### config.mk
export PLATFORM = sky130hd
export DESIGN_NAME = alarm_timekeeper
export DESIGN_NICKNAME = d
export VERILOG_FILES = /design/src/rtl/alarm_pkg.sv /design/src/rtl/bcd_mod_counter.sv /design/src/rtl/alarm_timekeeper.sv
export SDC_FILE = /design/constraint.sdc
export NUM_CORES = 1
export LEC_CHECK = 0
export BUFFER_PORTS_ARGS = -buffer_cell sky130_fd_sc_hd__buf_2
export CORE_ASPECT_RATIO = 1.2
export CORE_MARGIN = 4
export CORE_UTILIZATION = 60
export CTS_CLUSTER_DIAMETER = 50
export CTS_CLUSTER_SIZE = 8
export DETAILED_ROUTE_END_ITERATION = 16
export PLACE_DENSITY = 0.79
export SETUP_SLACK_MARGIN = 0.3
export SKIP_LAST_GASP = 1
export SLEW_MARGIN = 20
export SYNTH_ARGS = -nofsm -noshare
export SYNTH_HDL_FRONTEND = slang
export SYNTH_HIERARCHICAL = 1
export SYNTH_SLANG_ARGS = --single-unit
### constraint.sdc
create_clock -name clk -period 7.1 [get_ports clk]
set_clock_uncertainty 0.2 [all_clocks]
set_input_delay 0.355 -clock clk [delete_from_list [all_inputs] [get_ports clk]]
set_output_delay 0.355 -clock clk [all_outputs]
set_load 0.01 [all_outputs]
### src/rtl/alarm_pkg.sv
// rtl/alarm_pkg.sv - shared states, limits and BCD helpers for the alarm timekeeper
package alarm_pkg;

    typedef enum logic [1:0] {
        RUN       = 2'd0,
        SET_TIME  = 2'd1,
        SET_ALARM = 2'd2,
        RINGING   = 2'd3
    } state_t;

    localparam int SEC_MAX = 59;
    localparam int MIN_MAX = 59;
    localparam int HR_MAX  = 23;
    localparam int BCD_W   = 8;

    function automatic logic [BCD_W-1:0] to_bcd(input int n);
        return {4'(n / 10), 4'(n % 10)};
    endfunction

    // Two-digit BCD increment that wraps to 00 after max_bcd.
    function automatic logic [BCD_W-1:0] bcd_inc(input logic [BCD_W-1:0] v,
                                                 input logic [BCD_W-1:0] max_bcd);
        if (v == max_bcd)
            return '0;
        if (v[3:0] == 4'd9)
            return {v[7:4] + 4'd1, 4'd0};
        return {v[7:4], v[3:0] + 4'd1};
    endfunction

endpackage

### src/rtl/bcd_mod_counter.sv
// rtl/bcd_mod_counter.sv - two-digit BCD counter 0..MAX with clear and wrap carry
module bcd_mod_counter
    import alarm_pkg::*;
#(
    parameter int MAX = 59
) (
    input  logic             clk,
    input  logic             rst,
    input  logic             inc,
    input  logic             clr,
    output logic [BCD_W-1:0] q,
    output logic             carry
);

    localparam logic [BCD_W-1:0] MAX_BCD = to_bcd(MAX);

    assign carry = inc && !clr && (q == MAX_BCD);

    always_ff @(posedge clk or negedge rst) begin
        if (!rst)
            q <= '0;
        else if (clr)
            q <= '0;
        else if (inc)
            q <= bcd_inc(q, MAX_BCD);
    end

endmodule

### src/rtl/alarm_timekeeper.sv
// rtl/alarm_timekeeper.sv - BCD wall clock with settable alarm, ring timeout and buzzer gate
module alarm_timekeeper
    import alarm_pkg::*;
#(
    parameter int RING_SECS = 60
) (
    input  logic       clk,
    input  logic       rst,
    input  logic       tick_in,
    input  logic       set_time,
    input  logic       set_alarm,
    input  logic       inc_min,
    input  logic       inc_hour,
    input  logic       alarm_en,
    input  logic       stop,
    output logic [7:0] disp_hh,
    output logic [7:0] disp_mm,
    output logic [7:0] disp_ss,
    output logic       ringing,
    output logic       buzzer
);

    localparam logic [BCD_W-1:0] MIN_MAX_BCD = to_bcd(MIN_MAX);
    localparam logic [BCD_W-1:0] HR_MAX_BCD  = to_bcd(HR_MAX);

    state_t           state, state_nxt;
    logic             sync1, sync2, sync3, tick;
    logic [BCD_W-1:0] ss, mm, hh, al_mm, al_hh;
    logic [BCD_W-1:0] mm_new, hh_new;
    logic [7:0]       ring_cnt;
    logic             ss_carry, mm_carry;
    logic             hh_carry_unused, al_mm_carry_unused, al_hh_carry_unused;
    logic             in_set_time, in_set_alarm, count, alarm_hit, ring_done;

    always_ff @(posedge clk or negedge rst) begin
        if (!rst) begin
            sync1 <= 1'b0;
            sync2 <= 1'b0;
            sync3 <= 1'b0;
        end else begin
            sync1 <= tick_in;
            sync2 <= sync1;
            sync3 <= sync2;
        end
    end

    assign tick         = sync2 && !sync3;
    assign in_set_time  = (state == SET_TIME);
    assign in_set_alarm = (state == SET_ALARM);
    assign count        = tick && !in_set_time;

    // In SET_TIME the minute wrap from inc_min must not reach the hours.
    bcd_mod_counter #(.MAX(SEC_MAX)) u_ss (
        .clk(clk), .rst(rst), .inc(count), .clr(in_set_time), .q(ss), .carry(ss_carry));
    bcd_mod_counter #(.MAX(MIN_MAX)) u_mm (
        .clk(clk), .rst(rst), .inc(ss_carry || (in_set_time && inc_min)), .clr(1'b0),
        .q(mm), .carry(mm_carry));
    bcd_mod_counter #(.MAX(HR_MAX)) u_hh (
        .clk(clk), .rst(rst), .inc((mm_carry && !in_set_time) || (in_set_time && inc_hour)),
        .clr(1'b0), .q(hh), .carry(hh_carry_unused));
    bcd_mod_counter #(.MAX(MIN_MAX)) u_al_mm (
        .clk(clk), .rst(rst), .inc(in_set_alarm && inc_min), .clr(1'b0),
        .q(al_mm), .carry(al_mm_carry_unused));
    bcd_mod_counter #(.MAX(HR_MAX)) u_al_hh (
        .clk(clk), .rst(rst), .inc(in_set_alarm && inc_hour), .clr(1'b0),
        .q(al_hh), .carry(al_hh_carry_unused));

    // Compare against the time this tick is about to produce, so ringing rises with it.
    assign mm_new    = ss_carry ? bcd_inc(mm, MIN_MAX_BCD) : mm;
    assign hh_new    = mm_carry ? bcd_inc(hh, HR_MAX_BCD) : hh;
    assign alarm_hit = (state == RUN) && alarm_en && ss_carry &&
                       (mm_new == al_mm) && (hh_new == al_hh);
    assign ring_done = tick && (ring_cnt == 8'(RING_SECS - 1));

    always_comb begin
        state_nxt = state;
        case (state)
            RUN: begin
                if (set_time)       state_nxt = SET_TIME;
                else if (set_alarm) state_nxt = SET_ALARM;
                else if (alarm_hit) state_nxt = RINGING;
            end
            SET_TIME: begin
                if (!set_time)      state_nxt = RUN;
            end
            SET_ALARM: begin
                if (set_time)       state_nxt = SET_TIME;
                else if (!set_alarm) state_nxt = RUN;
            end
            RINGING: begin
                if (set_time)       state_nxt = SET_TIME;
                else if (stop || !alarm_en || ring_done) state_nxt = RUN;
            end
            default:                state_nxt = RUN;
        endcase
    end

    always_ff @(posedge clk or negedge rst) begin
        if (!rst) begin
            state    <= RUN;
            ringing  <= 1'b0;
            ring_cnt <= '0;
        end else begin
            state    <= state_nxt;
            ringing  <= (state_nxt == RINGING);
            ring_cnt <= (state != RINGING) ? 8'd0 : ring_cnt + {7'd0, tick};
        end
    end

    assign disp_hh = in_set_alarm ? al_hh : hh;
    assign disp_mm = in_set_alarm ? al_mm : mm;
    assign disp_ss = ss;
    assign buzzer  = ringing && sync2;

endmodule
==> results of run 1 <==
[path summary, 6_finish.rpt]
path                           endpoint      from  slack, ns
setup / recovery               state[1]  state[0]       1.96
hold / removal                 state[1]  set_time       0.01
setup reg to reg               state[1]  state[0]       1.96
hold reg to reg                   sync2     sync1       0.16
max in group asynchronous   ring_cnt[6]       rst       5.73
min in group asynchronous  u_al_mm/q[5]       rst       0.48
[power by group]
| part | switching [W] | internal (W) |
|---|---|---|
| Sequential | 0.00000803 | 0.000311 |
| Clock | 0.000109 | 0.0000696 |
| Combinational | 0.0000329 | 0.0000200 |
| Total | 0.000150 | 0.000401 |
[final cells by class]
| class | instances | area (µm²) |
|---|---|---|
| sequential | 54 | 1351 |
| clock inverter | 3 | 21.27 |
| timing repair buffer | 40 | 220.2 |
| inverter | 26 | 97.59 |
| clock buffer | 5 | 68.82 |
| multi-input combinational | 391 | 2840 |
| tap | 87 | 108.9 |
| fill | 581 | 2228 |
[sequential cells by signal, indices dropped and copies added, names as in the netlist]
register and flops:
u_al_mm/q 8, sync2 1, u_hh/q 8, sync1 1
sync3 1, u_ss/q 8, ringing 1, state 2
u_mm/q 8, ring_cnt 8, u_al_hh/q 8
[routing by layer]
| layer | global-route usage [%] | up-vias | part of all wire (%) |
|---|---|---|---|
| met5 | 0 | - | 0 |
| met4 | 8.648 | 0 | 2.6 |
| met3 | 3.925 | 20 | 4.3 |
| met2 | 40.13 | 77 | 50 |
| met1 | 28.36 | 1790 | 43 |
| li1 | - | 1829 | - |
[what timing repair did]
action / in CTS / in global routing
hold buffers: 2 / 0
buffers inserted: 0 / 0
hold endpoints to repair: 55 / 0
[stage by stage]
step	util (%)	instances	area, µm²	worst slack, ns
global route	67.88	606	4708	1.593
finish	67.88	606	4708	1.957
CTS	67.80	606	4703	1.749
floorplan	-	488	4367	3.297
detailed placement	66.22	596	4593	1.766
global placement	66.22	596	4593	2.052
[worst max-delay path, stage by stage (launching register included)]
cell	delay (ns)
dfrtp_1	0.47
nor2b_1	0.16
buf_4	0.19
nor2b_1	0.40
nand4b_2	0.21
nor3_2	0.56
a21o_1	0.31
nand4b_2	0.18
nor3_1	0.85
and4b_1	0.44
mux2i_1	0.26
or3_1	0.14
nand4_1	0.08
nor4_2	0.28
nand2_1	0.11
a211oi_2	0.22
[cells in the final DEF, fill, tap and decap left out, types with 7 or more instances in the layout]
cell type	count
xor2_1	10
nand2_1	42
buf_2	34
conb_1	10
dfrtp_1	54
and4b_1	9
a21oi_1	27
mux2_2	11
nor3_1	7
nor2_1	24
ha_1	30
nor2b_1	19
or3_1	8
o21ai_0	29
o31ai_1	7
nand2b_1	10
nand3_1	16
and3_1	7
xnor2_1	7
a211o_1	9
nand3b_1	16
inv_1	26
==> impl_metrics.env, run 1 <==
export IMPL_outcome="finished, final reports clean"
export IMPL_finalHoldViolCount=0
export IMPL_yosys_warnings=6
export IMPL_diodes=0
export IMPL_path_class="register to register"
export IMPL_vias_per_cell=6.132
export IMPL_maxSlewViolCount=0
export IMPL_rsz0062_at_grt="false"
export IMPL_core_area_mm2=0.006937
export IMPL_clock_fmax_mhz=194.4
export IMPL_whs_path_depth=2
export IMPL_via_count=3716
export IMPL_drc=0
export IMPL_routedWlPerCell_um=15.91
export IMPL_die_area_mm2=0.008651
export IMPL_clockBufferDepth=2
export IMPL_antenna_found_initial=0
export IMPL_ir_worst_vdd_mv=0.08891
export IMPL_cp_start_kind="register"
export IMPL_io_buffers=34
export IMPL_dp_final_hpwl_um=6933
export IMPL_first_pass_iters=4
export IMPL_cts_resized=0
export IMPL_globalRouteTotalUtil_pct=23.03
export IMPL_antenna_left=0
export IMPL_holdWs_ns=0.01381
export IMPL_finalPower_w=0.0005508
export IMPL_clk_latency_ns=0.32
export IMPL_tns_ns=0
export IMPL_path_clk_slew_ns=0.10
export IMPL_slew_headroom_pct=32.52
export IMPL_die_h_um=101.1
export IMPL_grt_max_degree=55
export IMPL_initial_core_util_pct=62.46
export IMPL_ioPinCount=35
export IMPL_worstPathArrival_ns=5.19
export IMPL_setup_viol=0
export IMPL_clock_sinks=54
export IMPL_wirelength_um=9640
export IMPL_grt_pass1_wl_um=16180
export IMPL_power_density_mw_per_mm2=117.0
export IMPL_die_x_um=85.58
export IMPL_layout_nets=557
export IMPL_num_rows=33
export IMPL_crit_path_end_kind="register"
export IMPL_leakage_nw=2.174
export IMPL_htreeDepth=2
export IMPL_drive_above_1_share_pct=14.84
export IMPL_finalCritPeriodShare_pct=72.44
export IMPL_syn_area_per_cell_um2=9.046
export IMPL_cts_root_buf="clkbuf_8"
export IMPL_cts_made_buffers=5
export IMPL_syn_area_mm2=0.004333
export IMPL_tightest_slew_ns=1.005
export IMPL_hold_class="input pin to register"
export IMPL_drv_cap=0
export IMPL_drtIter0Drc=236
export IMPL_grt_pass1_vias=3479
export IMPL_gp_congestion=0.8394
export IMPL_r2r_cells=15
export IMPL_syn2layout_area_growth_pct=8.663
export IMPL_cp_max_fo=16
export IMPL_required_ns=7.14
export IMPL_synthCells=479
export IMPL_fin_crit_ns=5.143
export IMPL_cts_tree="built"
export IMPL_grt_overflow_total=0
No activity file was read; power rests on OpenSTA's default activity.
==> run 2, diff against run 1 <==
==> constraint.sdc (replaced) <==
create_clock -name clk -period 5.25 [get_ports clk]
set_clock_uncertainty 0.2 [all_clocks]
set_input_delay 0.2625 -clock clk [delete_from_list [all_inputs] [get_ports clk]]
set_output_delay 0.2625 -clock clk [all_outputs]
set_load 0.01 [all_outputs]
==> impl_metrics.env, run 2 (synthesis gave the netlist of run 1 again) <==
export IMPL_htreeDepth=2
export IMPL_outcome="finished, final reports clean"
export IMPL_grt_overflow_total=0
export IMPL_routedWlPerCell_um=15.86
export IMPL_rsz0062_at_grt="false"
export IMPL_path_class="register to register"
export IMPL_syn2layout_area_growth_pct=9.645
export IMPL_first_pass_iters=5
export IMPL_hold_path_startpoint="stop"
export IMPL_layout_commonest_cell="dfrtp_1"
export IMPL_clockBufferDepth=2
export IMPL_grt_pass1_vias=3552
export IMPL_clock_sinks=54
export IMPL_layout_nets=560
export IMPL_ir_worst_vdd_mv=0.1558
export IMPL_slew_headroom_pct=52.89
export IMPL_via_count=3741
export IMPL_core_area_mm2=0.006937
export IMPL_globalRouteTotalUtil_pct=22.80
export IMPL_grt_max_degree=55
export IMPL_drive_above_1_share_pct=14.78
export IMPL_path_cells="nor2b_1, nor2b_1, nand4b_2, nor3_1, buf_4, a21o_1, nand4b_2, nor3_1, buf_4, and4b_1, mux2i_1, o21ai_0, nand4_1, nor4_2, nand2_1, a211oi_2"
export IMPL_path_clk_slew_ns=0.09
export IMPL_power_density_mw_per_mm2=167.4
export IMPL_die_area_mm2=0.008651
export IMPL_tns_ns=0
export IMPL_grt_pass1_wl_um=16240
export IMPL_drc=0
export IMPL_finalCoreUtilization_pct=68.49
export IMPL_cts_resized=0
export IMPL_cts_root_buf="clkbuf_8"
export IMPL_die_h_um=101.1
export IMPL_antenna_left=0
export IMPL_num_rows=33
export IMPL_cp_start_kind="register"
export IMPL_whs_path_depth=4
export IMPL_hold_buffers=3
export IMPL_mostFrequentLayoutCells="dfrtp_1 (54), nand2_1 (42), buf_2 (34)"
export IMPL_finalCritPeriodShare_pct=80.35
export IMPL_fin_crit_ns=4.218
export IMPL_io_buffers=34
export IMPL_r2r_end="state[1]"
export IMPL_cts_made_buffers=5
export IMPL_cts_tree="built"
export IMPL_worstPathArrival_ns=4.24
export IMPL_postCtsSetupRepairBufs=0
export IMPL_r2r_start="sync2"
export IMPL_r2r_setup_slack_ns=1.03
export IMPL_required_ns=5.27
export IMPL_die_x_um=85.58
export IMPL_tightest_slew_ns=0.7066
export IMPL_instances_no_fill=608
export IMPL_initial_core_util_pct=62.46
export IMPL_diodes=0
export IMPL_drtIter0Drc=181
export IMPL_hold_class="input pin to register"
export IMPL_maxSlewViolCount=0
export IMPL_hold_path_end="state[1]"
export IMPL_dp_final_hpwl_um=6870
export IMPL_finalHoldViolCount=0
export IMPL_antenna_found_initial=0
export IMPL_setup_viol=0
export IMPL_cpPeakStageDelay_ns=0.44
export IMPL_r2r_cells=16
export IMPL_crit_path_end_kind="register"
export IMPL_wirelength_um=9643
export IMPL_drv_cap=0
export IMPL_gp_congestion=0.8255
export IMPL_ioPinCount=35
export IMPL_cp_max_fo=11
export IMPL_clk_latency_ns=0.31
export IMPL_clock_fmax_mhz=237.1
export IMPL_critical_path_slowest_cell="nor2b_1"
export IMPL_dp_cells=598
export IMPL_vias_per_cell=6.153
export IMPL_leakage_nw=2.202
-- run 2: worst max-delay path, delay by kind of cell, from the launching register on --
family          cells  cell delay, ns
compound gates      3            0.69
buf+inv             2            0.40
mux                 1            0.13
flops               1            0.37
simple gates       10            2.34
-- run 2: final cells by class --
| class | count | area, µm² |
|---|---|---|
| Multi-Input combinational cell | 391 | 2835 |
| Fill cell | 575 | 2186 |
| Sequential cell | 54 | 1351 |
| Timing Repair Buffer | 43 | 245.2 |
| Tap cell | 87 | 108.9 |
| Inverter | 26 | 97.59 |
| Clock buffer | 6 | 82.58 |
| Clock inverter | 1 | 30.03 |
-- run 2: metal layers --
| metal | vias to the layer above | part of all wire [%] | track usage [%] |
|---|---|---|---|
| met3 | 17 | 3.8 | 3.025 |
| met1 | 1808 | 45 | 28.48 |
| met2 | 80 | 49 | 39.65 |
| met5 | - | 0 | 0 |
| met4 | 0 | 2.2 | 9.013 |
| li1 | 1836 | - | - |
-- run 2: power breakdown --
part	switching [W]	internal (W)	leakage, nW
Combinational	0.0000446	0.0000274	1.40
Clock	0.000138	0.000153	0.0573
Sequential	0.0000112	0.000421	0.742
-- run 2: stage by stage --
stage | setup WS, ns | cell area, µm² | hold slack [ns] | total power, W
after detailed placement | 1.095 | 4608 | 0.1457 | 0.0005089
after global routing | 0.6232 | 4751 | 0.1113 | 0.0008286
final | 1.032 | 4751 | 0.1154 | 0.0007955
after global placement | 1.298 | 4608 | 0.1493 | 0.0005066
after CTS | 1.050 | 4751 | 0.1112 | 0.0008009
after floorplan | 1.447 | 4367 | -0.2331 | 0.0004814
-- run 2: worst max-delay path by stage --
stage	to	cells past startpoint	startpoint
3_5_place_dp	state[1]	16	sync2
3_3_place_gp	state[1]	16	state[0]
2_1_floorplan	u_hh/q[2]	15	state[0]
5_1_grt	state[1]	16	sync2
4_1_cts	state[1]	16	sync2
6_report	state[1]	16	sync2
==> run 3, diff against run 2 <==
==> constraint.sdc (replaced) <==
create_clock -name clk -period 4.1 [get_ports clk]
set_clock_uncertainty 0.2 [all_clocks]
set_input_delay 0.205 -clock clk [delete_from_list [all_inputs] [get_ports clk]]
set_output_delay 0.205 -clock clk [all_outputs]
set_load 0.01 [all_outputs]
==> impl_metrics.env, run 3 (synthesis gave the netlist of run 1 again) <==
export IMPL_outcome="finished, final reports clean"
export IMPL_holdWs_ns=0.04993
export IMPL_cp_max_fo=11
export IMPL_via_count=3786
export IMPL_worstPathArrival_ns=3.56
export IMPL_slew_headroom_pct=54.18
export IMPL_gp_congestion=0.8954
export IMPL_fin_crit_ns=3.531
export IMPL_grt_pass1_wl_um=17060
export IMPL_clock_sinks=54
export IMPL_grt_pass1_vias=3590
export IMPL_vias_per_cell=6.166
export IMPL_cp_start_kind="register"
export IMPL_die_area_mm2=0.008651
export IMPL_tns_ns=0
export IMPL_clock_fmax_mhz=283.2
export IMPL_crit_path_end_kind="register"
export IMPL_routedWlPerCell_um=16.10
export IMPL_layout_commonest_cell="dfrtp_1"
export IMPL_diodes=0
export IMPL_syn2layout_area_growth_pct=10.74
export IMPL_cts_made_buffers=5
export IMPL_wl_met1_um=4325
export IMPL_ioPinCount=35
export IMPL_leakage_nw=2.225
export IMPL_drv_cap=0
export IMPL_maxSlewViolCount=0
export IMPL_htreeDepth=2
export IMPL_clk_latency_ns=0.32
export IMPL_place_ws_ns=0.3511
export IMPL_top_layer="met4"
export IMPL_drc=0
export IMPL_hold_class="input pin to register"
export IMPL_globalRouteTotalUtil_pct=24.09
export IMPL_critical_path_slowest_cell="dfrtp_1"
export IMPL_fin_ws_ns=0.5693
export IMPL_rsz0062_at_grt="false"
export IMPL_drtIter0Drc=234
export IMPL_required_ns=4.13
export IMPL_die_h_um=101.1
export IMPL_ir_worst_vdd_mv=0.1384
export IMPL_wirelength_um=9886
export IMPL_io_buffers=34
export IMPL_wl_met2_um=5032
export IMPL_antenna_left=0
export IMPL_routed_wl_met3_um=393
export IMPL_finalCritPeriodShare_pct=86.11
export IMPL_critPathBufInv=1
export IMPL_path_clk_slew_ns=0.09
export IMPL_cpPeakStageDelay_ns=0.45
export IMPL_grt_overflow_total=0
export IMPL_power_density_mw_per_mm2=202.8
export IMPL_initial_core_util_pct=62.46
export IMPL_antenna_found_initial=0
export IMPL_core_area_mm2=0.006937
export IMPL_mostFrequentLayoutCells="dfrtp_1 (54), nand2_1 (42), buf_2 (34)"
export IMPL_dp_final_hpwl_um=7022
export IMPL_path_class="register to register"
export IMPL_cts_tree="built"
export IMPL_die_x_um=85.58
export IMPL_cts_root_buf="clkbuf_8"
export IMPL_grt_max_degree=55
export IMPL_tightest_slew_ns=0.6873
export IMPL_cp_top_family="simple AND/OR/NAND/NOR gates"
export IMPL_num_rows=33
export IMPL_first_pass_iters=5
export IMPL_path_cells="nor2b_1, nor2b_2, nand4b_2, nor3_2, a21o_2, nand4b_2, nor3_2, buf_4, and4b_2, mux2i_1, or3_1, nand4_1, nor4_2, nand2_1, a211oi_2"
export IMPL_clockBufferDepth=2
export IMPL_setup_viol=0
export IMPL_layout_nets=565
export IMPL_finalHoldViolCount=0
export IMPL_drive_above_1_share_pct=16.89
run 3: cell types whose count changed in the layout (fill, tap and decap cells not counted), moves of 2 or more:
| cell | change |
|---|---|
| nor3_2 | +2 |
| clkinv_4 | +2 |
| o21ai_0 | -2 |
| buf_4 | +5 |
| o21ai_1 | +2 |
| nor3_1 | -2 |
| nor2b_1 | -2 |
run 3: cell type report:
cell class / count / area, µm²
fill: 544 / 2138
clock buffer: 6 / 82.58
inverter: 26 / 97.59
tap: 87 / 108.9
timing repair buffer: 48 / 282.8
clock inverter: 2 / 17.52
multi-input combinational: 391 / 2858
sequential: 54 / 1351
run 3: worst reg2reg max path: stages, from the launching register on:
cell and delay (ns):
dfrtp_1 0.45, nor2b_1 0.18, nor2b_2 0.16, nand4b_2 0.17
nor3_2 0.17, a21o_2 0.18, nand4b_2 0.18, nor3_2 0.20
buf_4 0.19, and4b_2 0.31, mux2i_1 0.23, or3_1 0.14
nand4_1 0.08, nor4_2 0.30, nand2_1 0.10, a211oi_2 0.21
run 3: timing repair:
item / in CTS / in global routing
endpoints found under the setup margin: 0 / 7
endpoints found under the hold margin: 58 / 0
buffers inserted: 0 / 4
hold buffers: 3 / 0
resized for setup: 0 / 8
run 3: stage by stage:
step	cell area, µm²	util (%)	std cells	total power [W]
finish	4798	69.17	614	0.0009733
global route	4798	69.17	614	0.001018
CTS	4746	68.42	610	0.0009789
detailed placement	4616	66.54	599	0.0006528
global placement	4616	66.54	599	0.0006501
floorplan	4367	-	488	0.0006165
run 3: worst paths after layout:
path | from | end | slack [ns] | cells after the start
min in group asynchronous | rst | u_al_mm/q[4] | 0.34 | 3
min | stop | state[1] | 0.05 | 4
min reg2reg | sync1 | sync2 | 0.16 | 0
max | state[0] | state[1] | 0.57 | 15
max reg2reg | state[0] | state[1] | 0.57 | 15
max in group asynchronous | rst | u_hh/q[7] | 2.90 | 3
run 3: report_power, final:
part,switching [W],leakage [nW],internal [W],total [W]
logic,0.0000586,1.43,0.0000387,0.0000973
registers,0.0000144,0.742,0.000539,0.000553
clock network,0.000183,0.0514,0.000139,0.000323
total,0.000256,2.23,0.000717,0.000973
run 3: routing by layer:
metal	vias to the layer above	global-route usage, %
met3	12	3.189
met5	-	0
li1	1851	-
met4	0	6.943
met1	1832	30.98
met2	91	42.17
